==> src/rtl/mmu_pkg.sv <==
// Shared types and address-window decode for the N-port memory router.
package mmu_pkg;

  typedef enum logic [2:0] {
    ST_IDLE,
    ST_ROM_RD,
    ST_RAM_REQ,
    ST_RAM_WAIT,
    ST_RESP
  } mmu_state_e;

  typedef enum logic [1:0] {
    REG_ROM,
    REG_RAM,
    REG_ERR
  } region_e;

  localparam int unsigned DEF_ROM_ADDR_SIZE  = 16;
  localparam logic [31:0] DEF_RAM_BASE       = 32'h0001_0000;
  localparam logic [31:0] DEF_RAM_SIZE       = 32'h0010_0000;
  localparam int unsigned DEF_TIMEOUT_CYCLES = 1024;

  // RAM is checked first so it wins wherever the two windows overlap.
  function automatic region_e region_decode(
    input logic [31:0] addr,
    input int unsigned rom_addr_size,
    input logic [31:0] ram_base,
    input logic [31:0] ram_size
  );
    logic [33:0] rom_bytes;
    logic [32:0] ram_end;
    rom_bytes = 34'(1) << (rom_addr_size + 2);
    ram_end   = {1'b0, ram_base} + {1'b0, ram_size};
    if (({1'b0, addr} >= {1'b0, ram_base}) && ({1'b0, addr} < ram_end)) return REG_RAM;
    if ({2'b00, addr} < rom_bytes) return REG_ROM;
    return REG_ERR;
  endfunction

endpackage

==> src/rtl/mmu_rr_arbiter.sv <==
// Rotating-priority arbiter: the first requester after rr_i (mod N) wins.
module mmu_rr_arbiter #(
  parameter int unsigned N  = 2,
  parameter int unsigned PW = (N > 1) ? $clog2(N) : 1
) (
  input  logic [N-1:0]  req_i,
  input  logic [PW-1:0] rr_i,
  output logic [N-1:0]  gnt_o,
  output logic [PW-1:0] idx_o,
  output logic          valid_o
);

  int unsigned cand;

  always_comb begin
    gnt_o   = '0;
    idx_o   = '0;
    valid_o = 1'b0;
    cand    = 0;
    for (int unsigned off = 1; off <= N; off++) begin
      cand = (32'(rr_i) + off) % N;
      if (!valid_o && req_i[cand]) begin
        valid_o = 1'b1;
        idx_o   = PW'(cand);
        gnt_o   = N'(1) << cand;
      end
    end
  end

endmodule

==> src/rtl/mmu_mem_router.sv <==
// N-port router: round-robin arbitration onto one ROM/RAM path, one transaction in flight,
// with backend timeout, byte-lane writes and per-request error responses.
module mmu_mem_router
  import mmu_pkg::*;
#(
  parameter int unsigned NUM_PORTS      = 2,
  parameter int unsigned ROM_ADDR_SIZE  = DEF_ROM_ADDR_SIZE,
  parameter logic [31:0] RAM_BASE       = DEF_RAM_BASE,
  parameter logic [31:0] RAM_SIZE       = DEF_RAM_SIZE,
  parameter int unsigned TIMEOUT_CYCLES = DEF_TIMEOUT_CYCLES
) (
  input  logic                      clk_i,
  input  logic                      rst_ni,
  input  logic [NUM_PORTS-1:0]      p_req_i,
  input  logic [NUM_PORTS-1:0]      p_we_i,
  input  logic [NUM_PORTS*32-1:0]   p_addr_i,
  input  logic [NUM_PORTS*32-1:0]   p_wdata_i,
  input  logic [NUM_PORTS*4-1:0]    p_be_i,
  output logic [NUM_PORTS-1:0]      p_gnt_o,
  output logic [NUM_PORTS-1:0]      p_rvalid_o,
  output logic [31:0]               p_rdata_o,
  output logic                      p_err_o,
  output logic [ROM_ADDR_SIZE-1:0]  rom_addr_o,
  input  logic [31:0]               rom_data_i,
  output logic                      ram_req_o,
  output logic                      ram_we_o,
  output logic [31:0]               ram_addr_o,
  output logic [31:0]               ram_wdata_o,
  output logic [3:0]                ram_be_o,
  input  logic                      ram_gnt_i,
  input  logic                      ram_rvalid_i,
  input  logic [31:0]               ram_rdata_i
);

  localparam int unsigned PW = (NUM_PORTS > 1) ? $clog2(NUM_PORTS) : 1;

  mmu_state_e    state_q, state_d;
  logic [PW-1:0] rr_q, rr_d, owner_q, owner_d;
  logic          we_q, we_d, err_q, err_d;
  logic [31:0]   addr_q, addr_d, wdata_q, wdata_d, rdata_q, rdata_d, tmo_q, tmo_d;
  logic [3:0]    be_q, be_d;

  logic [NUM_PORTS-1:0] arb_gnt;
  logic [PW-1:0]        arb_idx;
  logic                 arb_valid;
  logic [31:0]          sel_addr;
  logic                 sel_we;
  logic [3:0]           sel_be;
  region_e              sel_region;
  logic                 tmo_hit;

  mmu_rr_arbiter #(.N(NUM_PORTS), .PW(PW)) u_arb (
    .req_i   (p_req_i),
    .rr_i    (rr_q),
    .gnt_o   (arb_gnt),
    .idx_o   (arb_idx),
    .valid_o (arb_valid)
  );

  assign sel_addr   = p_addr_i[32*arb_idx +: 32];
  assign sel_we     = p_we_i[arb_idx];
  assign sel_be     = p_be_i[4*arb_idx +: 4];
  assign sel_region = region_decode(sel_addr, ROM_ADDR_SIZE, RAM_BASE, RAM_SIZE);
  // Backend gets exactly TIMEOUT_CYCLES cycles; a completion in the last one still wins.
  assign tmo_hit    = (TIMEOUT_CYCLES != 0) && (tmo_q == TIMEOUT_CYCLES - 1);

  always_ff @(posedge clk_i or negedge rst_ni) begin
    if (!rst_ni) begin
      state_q <= ST_IDLE;
      rr_q    <= PW'(NUM_PORTS - 1);
      owner_q <= '0;
      we_q    <= 1'b0;
      err_q   <= 1'b0;
      addr_q  <= '0;
      wdata_q <= '0;
      rdata_q <= '0;
      be_q    <= '0;
      tmo_q   <= '0;
    end else begin
      state_q <= state_d;
      rr_q    <= rr_d;
      owner_q <= owner_d;
      we_q    <= we_d;
      err_q   <= err_d;
      addr_q  <= addr_d;
      wdata_q <= wdata_d;
      rdata_q <= rdata_d;
      be_q    <= be_d;
      tmo_q   <= tmo_d;
    end
  end

  always_comb begin
    state_d = state_q;
    rr_d    = rr_q;
    owner_d = owner_q;
    we_d    = we_q;
    err_d   = err_q;
    addr_d  = addr_q;
    wdata_d = wdata_q;
    rdata_d = rdata_q;
    be_d    = be_q;
    tmo_d   = tmo_q;
    case (state_q)
      ST_IDLE: begin
        if (arb_valid) begin
          owner_d = arb_idx;
          rr_d    = arb_idx;
          we_d    = sel_we;
          addr_d  = sel_addr;
          wdata_d = p_wdata_i[32*arb_idx +: 32];
          be_d    = sel_be;
          tmo_d   = '0;
          if ((sel_addr[1:0] != 2'b00) || (sel_region == REG_ERR) ||
              ((sel_region == REG_ROM) && sel_we)) begin
            state_d = ST_RESP;
            err_d   = 1'b1;
            rdata_d = '0;
          end else if (sel_region == REG_ROM) begin
            state_d = ST_ROM_RD;
          end else if (sel_we && (sel_be == 4'b0000)) begin
            state_d = ST_RESP;
            err_d   = 1'b0;
            rdata_d = '0;
          end else begin
            state_d = ST_RAM_REQ;
          end
        end
      end
      ST_ROM_RD: begin
        rdata_d = rom_data_i;
        err_d   = 1'b0;
        state_d = ST_RESP;
      end
      ST_RAM_REQ: begin
        tmo_d = tmo_q + 32'd1;
        if (ram_gnt_i) begin
          if (we_q) begin
            state_d = ST_RESP;
            err_d   = 1'b0;
            rdata_d = '0;
          end else begin
            state_d = ST_RAM_WAIT;
          end
        end else if (tmo_hit) begin
          state_d = ST_RESP;
          err_d   = 1'b1;
          rdata_d = '0;
        end
      end
      ST_RAM_WAIT: begin
        tmo_d = tmo_q + 32'd1;
        if (ram_rvalid_i) begin
          state_d = ST_RESP;
          err_d   = 1'b0;
          rdata_d = ram_rdata_i;
        end else if (tmo_hit) begin
          state_d = ST_RESP;
          err_d   = 1'b1;
          rdata_d = '0;
        end
      end
      ST_RESP: state_d = ST_IDLE;
      default: state_d = ST_IDLE;
    endcase
  end

  assign p_gnt_o     = (state_q == ST_IDLE) ? arb_gnt : '0;
  assign p_rvalid_o  = (state_q == ST_RESP) ? (NUM_PORTS'(1) << owner_q) : '0;
  assign p_rdata_o   = rdata_q;
  assign p_err_o     = err_q;
  assign rom_addr_o  = addr_q[ROM_ADDR_SIZE+1:2];
  assign ram_req_o   = (state_q == ST_RAM_REQ);
  assign ram_we_o    = ram_req_o & we_q;
  assign ram_addr_o  = ram_req_o ? (addr_q - RAM_BASE) : '0;
  assign ram_wdata_o = ram_req_o ? wdata_q : '0;
  assign ram_be_o    = ram_req_o ? be_q : '0;

endmodule
==> config.mk <==
export PLATFORM = sky130hd
export DESIGN_NAME = mmu_mem_router
export DESIGN_NICKNAME = d
export VERILOG_FILES = /design/src/rtl/mmu_pkg.sv /design/src/rtl/mmu_rr_arbiter.sv /design/src/rtl/mmu_mem_router.sv
export SDC_FILE = /design/constraint.sdc
export NUM_CORES = 1
export LEC_CHECK = 0
export CAP_MARGIN = 20
export CORE_ASPECT_RATIO = 0.5
export CORE_MARGIN = 1.5
export CORE_UTILIZATION = 44
export CTS_BUF_LIST = sky130_fd_sc_hd__clkbuf_8
export DETAILED_ROUTE_END_ITERATION = 8
export PLACE_DENSITY = 0.83
export SETUP_SLACK_MARGIN = 0.15
export SLEW_MARGIN = 30
export SYNTH_ARGS = -nofsm -noshare
export SYNTH_HDL_FRONTEND = slang
export SYNTH_SLANG_ARGS = --single-unit
==> constraint.sdc <==
create_clock -name clk_i -period 2.6 [get_ports clk_i]
set_input_delay 0.26 -clock clk_i [delete_from_list [all_inputs] [get_ports clk_i]]
set_output_delay 0.26 -clock clk_i [all_outputs]
set_load 0.02 [all_outputs]
==> impl_metrics.json <==
{
  "min_from": "p_wdata_i[48]",
  "antenna_left": 0,
  "worst-setup-path-type": "flop to output port",
  "netlist_area_mm2": 0.00759,
  "slew_headroom_pct": 53.0,
  "setup_ws_ps": -38.0,
  "drt_first_pass_iters": 6,
  "synthesis.nets": 1117,
  "path_delay_family": "simple AND/OR/NAND/NOR gates",
  "hp-class": "primary input to flop",
  "start_util_pct": 45.6,
  "slowest_delay_ps": 530,
  "regArea_mm2": 0.00348,
  "startpoint": "addr_q[20]$_DFFE_PN0P_",
  "rr_worst_depth": 7,
  "num-fill-cells": 1295,
  "gp_congestion": 0.929,
  "synthArstFlopShare_pct": 100,
  "grt_overflow": 0,
  "internal-power_mw": 4.24,
  "swShare_pct": 29.0,
  "clock_latency_ps": 440,
  "p_leak_nw": 5.17,
  "grt_usage_pct": 28.1,
  "first_iter_violations": 705,
  "pwr-share-seq_pct": 43.3,
  "die_area_mm2": 0.0181,
  "max_freq_mhz": 379,
  "fin_crit_sh_pct": 101,
  "rrSetupSlack_ps": 330,
  "die_x_um": 189,
  "nets": 1438,
  "hold_viol_final": 0,
  "cp_max_fo": 4,
  "holdPathEnd": "wdata_q[16]$_DFFE_PN0P_",
  "layout_commonest_cell": "clkdlybuf4s50_1",
  "wl_mm": 25.2,
  "fin_setup_tns_ps": -57.3,
  "crit_chain": "or4_4 -> or3_4 -> or3_4 -> a21oi_2 -> buf_4",
  "route.detailed.drc": 0,
  "synth.area.top_cells": "dfrtp_1 45%, nand2_1 8.8%, a31oi_1 6.1%",
  "seq_area_frac_synth_pct": 45.8,
  "tightest_slew_ps": 705,
  "pwr-share-comb_pct": 23.8,
  "slew_viol_final": 0,
  "cts.clk_slew.worst_paths_ps": 80,
  "rr_endpoint": "tmo_q[31]$_DFFE_PN0P_",
  "violations": "negative setup slack",
  "area_growth_pct": 53.7,
  "yosysWarnings": 0,
  "via_count": 7886,
  "crit_slowest_cell": "or4_4",
  "synth-main-ff-cell": "dfrtp_1",
  "power_density_mw_per_mm2": 512,
  "final_cell_mix": "261 x clkdlybuf4s50_1, 178 x nand2_1, 137 x dfrtp_1",
  "synth_top_area_share_pct": 45.5,
  "rsz0062_at_grt": "true",
  "layout-drive-gt1-share_pct": 12.3,
  "antenna_found_initial": 0,
  "critical_path_buf_inv_count": 1,
  "diodes": 0,
  "syn_avg_cell_area_um2": 8.37,
  "start_kind": "flop",
  "grt_pass1_vias": 7608,
  "arrival_ps": 2380,
  "vias_per_cell": 5.38,
  "core_area_mm2": 0.0166,
  "switchingPower_mw": 1.73,
  "placed_area_mm2": 0.0112,
  "cts_root_buf": "clkbuf_8",
  "final_cell_area_mm2": 0.0117,
  "multi_input_area_mm2": 0.00373,
  "ys_types": 52,
  "status": "finished, violations left",
  "io_buffers": 330,
  "setup_viol": 2,
  "cts.sinks": 139,
  "wl_per_cell_um": 17.1,
  "grt_max_degree": 89,
  "clock_skew_ps": 14.8,
  "dpl.hpwl_mm": 19.1,
  "io_pins": 331,
  "crit_cells": 5,
  "max_cap_violations": 0,
  "vdd_drop_max_uv": 297,
  "cts_max_level": 4,
  "hold_depth": 3,
  "ys_ff_latch": 139,
  "cts_buffers": 17,
  "cpMostUsedCell": "or3_4",
  "die_y_um": 95.9,
  "cp.required_ps": 2340,
  "finalCriticalPeriod_ps": 2640,
  "synth_enable_flop_cells": 0,
  "yosysTopAreaCell": "dfrtp_1",
  "end_kind": "output port",
  "cts_tree": "yes",
  "grt_pass1_wl_mm": 39.7,
  "netlist_instances": 907,
  "timing.rr.start": "tmo_q[5]$_DFFE_PN0P_",
  "clkPwrFrac_pct": 32.9,
  "fp-row-count": 33,
  "clockBufferDepth": 2
}
-- sequential cells by signal (all words and copies together) (netlist names) --
signal and cells:
addr_q 32, p_rdata_o 32, tmo_q 32, wdata_q 32
be_q 4, state_q 3, owner_q 1, p_err_o 1
rr_q 1, we_q 1
-- tightest hold or removal path, stage by stage --
cell and delay, ps:
clkdlybuf4s50_1 390, nand2_1 50, a31oi_1 70
-- metrics by stage --
stage / utilization (%) / power [mW] / worst slack [ps] / cells / hold slack (ps)
floorplan: - / 3.32 / 300 / 907 / -35.6
global placement: 67.3 / 3.97 / -93.0 / 1434 / 324
detailed placement: 67.3 / 4.01 / -117 / 1434 / 326
CTS: 70.1 / 6.00 / -118 / 1467 / 350
global route: 70.1 / 6.28 / -115 / 1467 / 347
finish: 70.1 / 5.97 / -38.0 / 1467 / 374
-- how the worst max path moves through the flow --
stage / end
4_1_cts: ram_addr_o[28]
2_1_floorplan: ram_addr_o[28]
6_report: ram_addr_o[28]
3_3_place_gp: ram_addr_o[28]
3_5_place_dp: ram_addr_o[28]
5_1_grt: ram_addr_o[26]
-- repair_timing --
item                       in CTS  in global routing
hold buffers                    1                  0
setup endpoints to repair      54                 69
buffers inserted                1                  0
resized for setup             103                 53
hold endpoints to repair       71                  0
gates cloned                    0                  0
pin swaps                      10                  4
-- cell usage after synthesis (12+ instances only) --
master    count
a22oi_1      32
o21ai_0      15
and2_1       53
buf_4        16
a31oi_1      74
dfrtp_1     138
nor2_1      112
inv_1        40
nor3_1       12
clkbuf_1     42
nor4_1       18
nand2_1     179
o21ai_2      29
a21oi_1      17
nand3_1      13
-- routing by layer --
| metal | routed length [um] | track usage, % |
|---|---|---|
| met5 | 0 | 0 |
| met4 | 635 | 9.26 |
| met3 | 1320 | 4.99 |
| met2 | 12300 | 48.6 |
| met1 | 10900 | 36.4 |
-- cells by family after synthesis --
family | count (synthesis) | synth area share [%]
fa+ha+maj | 2 | 0.329
flops | 139 | 45.8
compound gates | 207 | 19.0
buf+inv | 111 | 6.62
mux | 7 | 0.939
simple gates | 429 | 25.9
xor+xnor | 12 | 1.38
-- layout make-up --
class / count / share of cell area, %
Clock inverter: 11 / 1.43
Tap cell: 227 / 2.43
Sequential cell: 139 / 29.8
Timing Repair Buffer: 372 / 30.6
Clock buffer: 20 / 2.36
Inverter: 41 / 1.36
Multi-Input combinational cell: 657 / 32.0
-- power by group through the flow --
stage | combinational, mW | clock [mW] | sequential [mW]
floorplan | 0.737 | 0 | 2.58
global placement | 1.37 | 0 | 2.60
detailed placement | 1.39 | 0 | 2.62
CTS | 1.42 | 2.00 | 2.58
global route | 1.56 | 2.11 | 2.62
finish | 1.42 | 1.96 | 2.59
Power figures use the tool's default switching activity.
